`src/rtl/ahb_pattern_writer.sv`:
```
// AHB-Lite write master that streams an incrementing data pattern into memory
// as a single undefined-length INCR burst. Word k carries init_data + k and
// goes to the start address + ADDR_INCR*k. A transfer is launched by a start
// pulse and ends with a one-cycle done pulse; an ERROR response cancels the
// rest of the burst and raises a sticky error flag.
module ahb_pattern_writer #(
  parameter int unsigned ADDR_INCR = 4
) (
  input  logic        HCLK,
  input  logic        HRESETn,
  input  logic        start,
  input  logic [5:0]  RCC_Words_N,
  input  logic [15:0] RCC_DMA_ADDR_HIGH,
  input  logic [15:0] RCC_DMA_ADDR_LOW,
  input  logic [31:0] init_data,
  input  logic        HREADY,
  input  logic        HRESP,
  output logic [1:0]  HTRANS,
  output logic [31:0] HADDR,
  output logic        HWRITE,
  output logic [2:0]  HSIZE,
  output logic [2:0]  HBURST,
  output logic [31:0] HWDATA,
  output logic        busy,
  output logic        done,
  output logic        error
);

  typedef enum logic [1:0] {
    S_IDLE  = 2'd0,  // waiting for start
    S_ADDR  = 2'd1,  // address phases issuing (overlapping previous data phase)
    S_LAST  = 2'd2,  // final data phase, bus address phase idle
    S_ABORT = 2'd3   // second cycle of an ERROR response
  } state_e;

  localparam logic [1:0] TR_IDLE   = 2'b00;
  localparam logic [1:0] TR_NONSEQ = 2'b10;
  localparam logic [1:0] TR_SEQ    = 2'b11;

  state_e      state_q, state_d;
  logic [1:0]  htrans_q, htrans_d;
  logic [31:0] haddr_q, haddr_d;
  logic [31:0] hwdata_q, hwdata_d;
  logic [31:0] init_q, init_d;
  logic [5:0]  n_q, n_d;
  logic [5:0]  beat_q, beat_d;
  logic        done_q, done_d;
  logic        error_q, error_d;

  logic [31:0] next_addr;
  logic        last_beat;
  logic        err_cancel;

  assign next_addr = haddr_q + ADDR_INCR;
  assign last_beat = (beat_q == n_q - 6'd1);

  // A data phase is open in ADDR once beat 0 has been accepted, and always in
  // LAST. The first ERROR cycle (HREADY low) cancels the pending address phase.
  assign err_cancel = HRESP && !HREADY &&
                      (((state_q == S_ADDR) && (beat_q != 6'd0)) || (state_q == S_LAST));

  // State and datapath registers; reset aborts any burst immediately.
  // NOTE: sequential state uses non-blocking assignments so every register
  // samples the values from before the edge, independent of statement order.
  always_ff @(posedge HCLK or negedge HRESETn) begin
    if (!HRESETn) begin
      state_q  <= S_IDLE;
      htrans_q <= TR_IDLE;
      haddr_q  <= '0;
      hwdata_q <= '0;
      init_q   <= '0;
      n_q      <= '0;
      beat_q   <= '0;
      done_q   <= 1'b0;
      error_q  <= 1'b0;
    end else begin
      state_q  <= state_d;
      htrans_q <= htrans_d;
      haddr_q  <= haddr_d;
      hwdata_q <= hwdata_d;
      init_q   <= init_d;
      n_q      <= n_d;
      beat_q   <= beat_d;
      done_q   <= done_d;
      error_q  <= error_d;
    end
  end

  // Next-state logic of the burst FSM.
  // NOTE: every combinational output gets a default first, so no path through
  // the case statement leaves a signal unassigned and infers a latch.
  always_comb begin
    state_d = state_q;
    unique case (state_q)
      S_IDLE:  if (start && (RCC_Words_N != 6'd0)) state_d = S_ADDR;
      S_ADDR: begin
        if (err_cancel)               state_d = S_ABORT;
        else if (HREADY && last_beat) state_d = S_LAST;
      end
      S_LAST: begin
        if (err_cancel)  state_d = S_ABORT;
        else if (HREADY) state_d = S_IDLE;
      end
      S_ABORT: if (HREADY) state_d = S_IDLE;
      default: state_d = S_IDLE;
    endcase
  end

  // Next values of the bus-facing registers, counters and status flags.
  always_comb begin
    htrans_d = htrans_q;
    haddr_d  = haddr_q;
    hwdata_d = hwdata_q;
    init_d   = init_q;
    n_d      = n_q;
    beat_d   = beat_q;
    done_d   = 1'b0;
    error_d  = error_q;
    unique case (state_q)
      S_IDLE: begin
        if (start) begin
          // Snapshot configuration; later changes on the inputs are ignored.
          init_d  = init_data;
          n_d     = RCC_Words_N;
          beat_d  = '0;
          error_d = 1'b0;
          if (RCC_Words_N == 6'd0) begin
            done_d = 1'b1;
          end else begin
            htrans_d = TR_NONSEQ;
            haddr_d  = {RCC_DMA_ADDR_HIGH, RCC_DMA_ADDR_LOW};
          end
        end
      end
      S_ADDR: begin
        if (err_cancel) begin
          htrans_d = TR_IDLE;
        end else if (HREADY) begin
          // Beat k accepted: its data phase starts next cycle.
          hwdata_d = init_q + {26'd0, beat_q};
          if (last_beat) begin
            htrans_d = TR_IDLE;
          end else begin
            haddr_d  = next_addr;
            beat_d   = beat_q + 6'd1;
            // A beat landing on a 1 KB boundary restarts the burst.
            htrans_d = (next_addr[9:0] == 10'd0) ? TR_NONSEQ : TR_SEQ;
          end
        end
      end
      S_LAST: begin
        if (!err_cancel && HREADY) done_d = 1'b1;
      end
      S_ABORT: begin
        if (HREADY) begin
          error_d = 1'b1;
          done_d  = 1'b1;
        end
      end
      default: ;
    endcase
  end

  assign HTRANS = htrans_q;
  assign HADDR  = haddr_q;
  assign HWRITE = (htrans_q != TR_IDLE);
  assign HSIZE  = 3'b010;
  assign busy   = (state_q != S_IDLE);
  assign HBURST = busy ? 3'b001 : 3'b000;
  assign HWDATA = hwdata_q;
  assign done   = done_q;
  assign error  = error_q;

endmodule

```
`config.mk`:
```
export PLATFORM = sky130hd
export DESIGN_NAME = ahb_pattern_writer
export DESIGN_NICKNAME = d
export VERILOG_FILES = /design/src/rtl/ahb_pattern_writer.sv
export SDC_FILE = /design/constraint.sdc
export NUM_CORES = 1
export LEC_CHECK = 0
export ABC_AREA = 1
export CAP_MARGIN = 30
export CORE_MARGIN = 5
export CORE_UTILIZATION = 56
export CTS_BUF_LIST = sky130_fd_sc_hd__clkbuf_16
export CTS_CLUSTER_DIAMETER = 100
export DETAILED_ROUTE_END_ITERATION = 6
export HOLD_SLACK_MARGIN = 0.05
export PLACE_DENSITY = 0.93
export SKIP_LAST_GASP = 1
export SLEW_MARGIN = 20
export SYNTH_ARGS = -nofsm -noshare
export SYNTH_HDL_FRONTEND = slang
export SYNTH_SLANG_ARGS = --single-unit
```
`constraint.sdc`:
```
create_clock -name HCLK -period 5.2 [get_ports HCLK]
set_input_delay 1.3 -clock HCLK [delete_from_list [all_inputs] [get_ports HCLK]]
set_output_delay 1.3 -clock HCLK [all_outputs]
set_load 0.02 [all_outputs]
```
* Yosys cells after proc, flatten, opt, wreduce, memory -nomap -nowiden *
Index checks and enable logic that the tools add are counted.
Widths: inputs -> output; s select.

word-level totals
  register bits = 114
  input port bits = 75
  output and inout port bits = 76
  logic and storage cells = 85

operators by class
  $add $sub $neg = 4
  equality and inequality tests = 13
  muxes and demuxes = 33
  bitwise logic cells = 1
  reduce and logical (&&, ||, !) cells = 25

operators by type and width
  cell                   count
  $mux 32                5
  $pmux 32 s2            1
  $add 32x3->32 const B  1
  $add 32x6->32          1
  $mux 6                 4
  $mux 2                 10
  $ne 2x2->1 const B     7
  $pmux 6 s2             1
  $reduce_bool 6->1      2
  $logic_not 10->1       1
  $mux 1                 8
  $pmux 2 s4             1
  $reduce_bool 2->1      4
  $add 6x1->6 const B    1
  $eq 6x6->1             1
  $logic_and 1x1->1      6
  $logic_not 6->1        1
  $reduce_and 3->1       2
  $reduce_and 6->1       1
  $sub 6x1->6 const B    1
  $reduce_and 5->1       1
  $eq 2x2->1 const B     2
  $pmux 2 s2             1
  $reduce_and 2->1       2
  other kinds (10)       11

* Longest topological paths before layout *
  word-level depth = 8
  depth in mapped cells = 15

* Worst setup path after synthesis *
OpenSTA, ideal clock, no wires.

  kind = input port to flip-flop
  from = input port HREADY
  to = register haddr_q[26], in the netlist HADDR[26]
  arrival = 2.349 ns
  data required time = 5.082 ns
  slack = 2.733 ns
  cell stages on the path = 11
  buffers on the path = 1
  path through = inv_1 nand2_1 nor2_1 nand2_1 nand3_1 nand2_1 nor2_2 nand3_1 buf_2 nand2_1 nand2_1

on the way
  longest elaborated chain between the ends = 5
  elaborated cells on any way between the ends = 6
  those cells by class = eq/ne: 2; reduce/logical: 4

RTL lines
  element                         RTL line  source
  start: declaration              16        input logic HREADY,
  $logic_not 1->1                 59        assign err_cancel = HRESP && !HREADY &&
  $logic_and 1x1->1 (2 in a row)  59
  $ne 2x2->1 (no line)            -
  $reduce_and 6->1 (no line) (*)  -
  end signal: assignment          79        haddr_q <= haddr_d;
  end: declaration                42        logic [31:0] haddr_q, haddr_d;

Every way passes the cells marked *; elsewhere a longest branch is shown, timed or not.
A chain may end at the register's enable or synchronous reset.

* Worst setup path after layout *
Ends and elaborated chain as after synthesis.

==> flow_summary_export.csv <==
group,metric,value,unit
clock_tree,ctsResizeCount,0,
timing,fin_skew,5.105,ps
placement,gp_congestion,0.9312,
logic_synthesis,ys_warn_count,0,
clock_tree,cts_inserted_buffers,17,
floorplanning,rows,41,
timing,report.final.setup_viol,0,
floorplanning,boundaryPins,151,
timing,timing.slew.headroom,0.4236,
timing,rsz0062_at_grt,"false",
critical_path,crit_start,"HREADY",
critical_path,worstPathMaxFanout,32,
timing,final_max_slew_viol_count,0,
timing,final.setup.tns,0,ps
logic_synthesis,synth-seq-cells,114,
global_routing,grt_usage,0.2947,
min_path,hold_path.class,"reg -> reg",
critical_path,end_kind,"flip-flop",
logic_synthesis,synth.top_cell.area_share,0.4038,
placement,numPlacedInstances,1361,
logic_synthesis,syn_avg_cell_area,6.616,um2
floorplanning,fp.dieArea,14960,um2
clock_tree,htreeDepth,4,
timing,final.min_clock_period,3643,ps
logic_synthesis,yosys-top-cells-count,"498 x nand2_1, 114 x dfrtp_1, 98 x nor2_1, 70 x nand3_1, 69 x inv_1",
critical_path,critPathRequiredTime,5510,ps
logic_synthesis,synth.distinct_cells,33,
routing,viasPerCell,5.533,
clock_tree,cts_tree,"built",
logic_synthesis,ys.flop_type,"dfrtp_1",
routing,routed_wl,21450,um
critical_path,r2r_setup_slack,2270,ps
critical_path,r2r_cells,14,
routing,drt-initial-drc-count,954,
timing,tightest_slew,855.6,ps
timing,fin_crit_sh,0.7006,
critical_path,cp_slowest_cell,"nand3_1",
critical_path,r2r-start,"beat_q[1]",
critical_path,crit_top_cell,"nand2_1",
logic_synthesis,yosysMostFrequentCell,"nand2_1",
clock_tree,clock-root-buffer,"clkbuf_16",
placement,io_buffers,145,
finish,drive_gt1_frac,0.04259,
finish,fin_cells,1393,
global_routing,grt_pass1_wl,35150,um
critical_path,r2r_end,"HADDR[26]",
critical_path,path_cells,"clkdlybuf4s50_1 -> inv_1 -> nand2_1 -> nor2_1 -> nand2_1 -> nand3_1 -> nand2_1 -> nor2_2 -> buf_4 -> nand3_1 -> buf_4 -> nand2_1 -> nand2_1",
logic_synthesis,async_flop_share,1.000,
timing,finalHoldViolCount,0,
power,power.density,607.5,nW/um2
routing,routedWlPerCell,15.40,um
status,outcome,"finished, final reports clean",
finish,diodes,0,
floorplanning,chipHeight,122.3,um
min_path,min_from,"HWDATA[20]",
clock_tree,worstSkewPairLatency,420,ps
global_routing,antenna_found_initial,0,
floorplanning,fp.coreArea,12520,um2
logic_synthesis,synth_edf_count,0,
min_path,holdPathStages,2,
clock_tree,clk_path_buf_depth,2,
routing,ant_nets,0,
critical_path,cp-start-kind,"input port",
logic_synthesis,synth_cells,1068,
clock_tree,cts_setup_buffers,0,
power,vdd_drop_max,0.3259,mV
critical_path,critPathArrivalTime,3950,ps
clock_tree,cts.sinks,114,
clock_tree,cts_hold_buf,0,
placement,post-place-ws,1141,ps
global_routing,grt_pass1_vias,7284,
placement,hpwl,15360,um
routing,vias,7708,
power,power_leakage,4.487,nW
flow_run,drv_cap,0,
finish,syn2layout_area_growth,30.81,%
routing,first_pass_iters,7,
global_routing,gr-total-overflow,0,
finish,fillers,1000,
floorplanning,die_w,122.3,um
logic_synthesis,synth.area.top_cells,"dfrtp_1 40%, nand2_1 26%, nor2_1 5.2%",
logic_synthesis,syn_area,7066,um2
timing,fin_ws,1557,ps
timing,clock.fmax,274.5,MHz
global_routing,grt_max_degree,57,
logic_synthesis,yosysSeqAreaShare,0.4038,
critical_path,critPathKind,"in -> reg",
timing,holdWs,476.3,ps
finish,final_nets,1295,
floorplanning,start_util,0.5645,
logic_synthesis,yosysTopAreaCell,"dfrtp_1",
critical_path,endpoint,"HADDR[26]",
routing,drc_errors,0,
critical_path,max_stage_delay,510,ps
clock_tree,cts.clk_slew.worst_paths,50,ps
## critical path, delay by kind of cell
family | cells | cell delay, ps
buffers and inverters | 4 | 1330
and+or+nand+nor | 9 | 1320
## cells in the final DEF, fill, tap and decap left out, types with 4 or more instances in the layout
master,instances
xnor2_1,5
o21ai_0,43
nand3b_1,11
xor2_1,16
clkdlybuf4s50_1,144
inv_2,5
dfrtp_1,114
nor2_1,96
nor3_1,11
nand2_1,498
clkbuf_16,17
inv_1,71
nand3_1,70
ha_1,11
nand4_1,36
buf_4,11
conb_1,5
o21ai_1,14
clkinv_4,5
o21bai_1,4
a21oi_1,8
## area by class of cell
class                   instances  area, um2  area share
multi-input cells             845       3774      0.4083
flip-flops and latches        114       2853      0.3087
repair buffers                155       1524      0.1649
clock buffers                  17      425.4     0.04603
inverters                      75      281.5     0.03046
well taps                     172      215.2     0.02328
clock inverters                15      170.2     0.01841
## cell families (layout without fill, tap and decap cells)
group / count (synthesis) / in the layout / synth area share
adder cells (fa/ha/maj): 12 / 12 / 0.02231
AND/OR/NAND/NOR: 732 / 732 / 0.4250
XOR/XNOR: 21 / 21 / 0.02603
buffers and inverters: 112 / 262 / 0.06446
AO/OA/AOI/OAI: 74 / 74 / 0.05578
other: 2 / 5 / 0.001063
flip-flops: 114 / 114 / 0.4038
multiplexers: 1 / 1 / 0.001594
## stage by stage
stage | util | total power [mW] | cell area, um2
5_1_grt | 0.7384 | 6.020 | 9243
3_3_place_gp | 0.6908 | 4.298 | 8647
6_report | 0.7384 | 5.615 | 9243
4_1_cts | 0.7384 | 5.602 | 9243
3_5_place_dp | 0.6908 | 4.391 | 8647
2_1_floorplan | - | 3.342 | 7077
## metal layers
metal,track usage,share of wire
met5,0,0
met4,0.1113,0.028
met3,0.06221,0.083
met2,0.4689,0.48
met1,0.3977,0.41
## flip-flops by register name (all words and copies together), names as in the netlist
signal	flops
done	1
HTRANS	2
error	1
HWDATA	32
beat_q	6
state_q	2
HADDR	32
init_q	32
n_q	6
## worst min-delay path by stage
stage          slack [ps]         end
2_1_floorplan         460   init_q[0]
3_3_place_gp          460   HWDATA[1]
3_5_place_dp          470  HWDATA[20]
4_1_cts               480  HWDATA[20]
5_1_grt               500  HWDATA[29]
6_report              480  HWDATA[20]
## report_power, final
group / internal (mW) / switching, mW / total, mW
registers: 1.30 / 0.454 / 1.75
logic: 1.06 / 1.63 / 2.69
clock network: 0.747 / 0.427 / 1.17
total: 3.11 / 2.51 / 5.61
(Power assumes the default switching activity.)
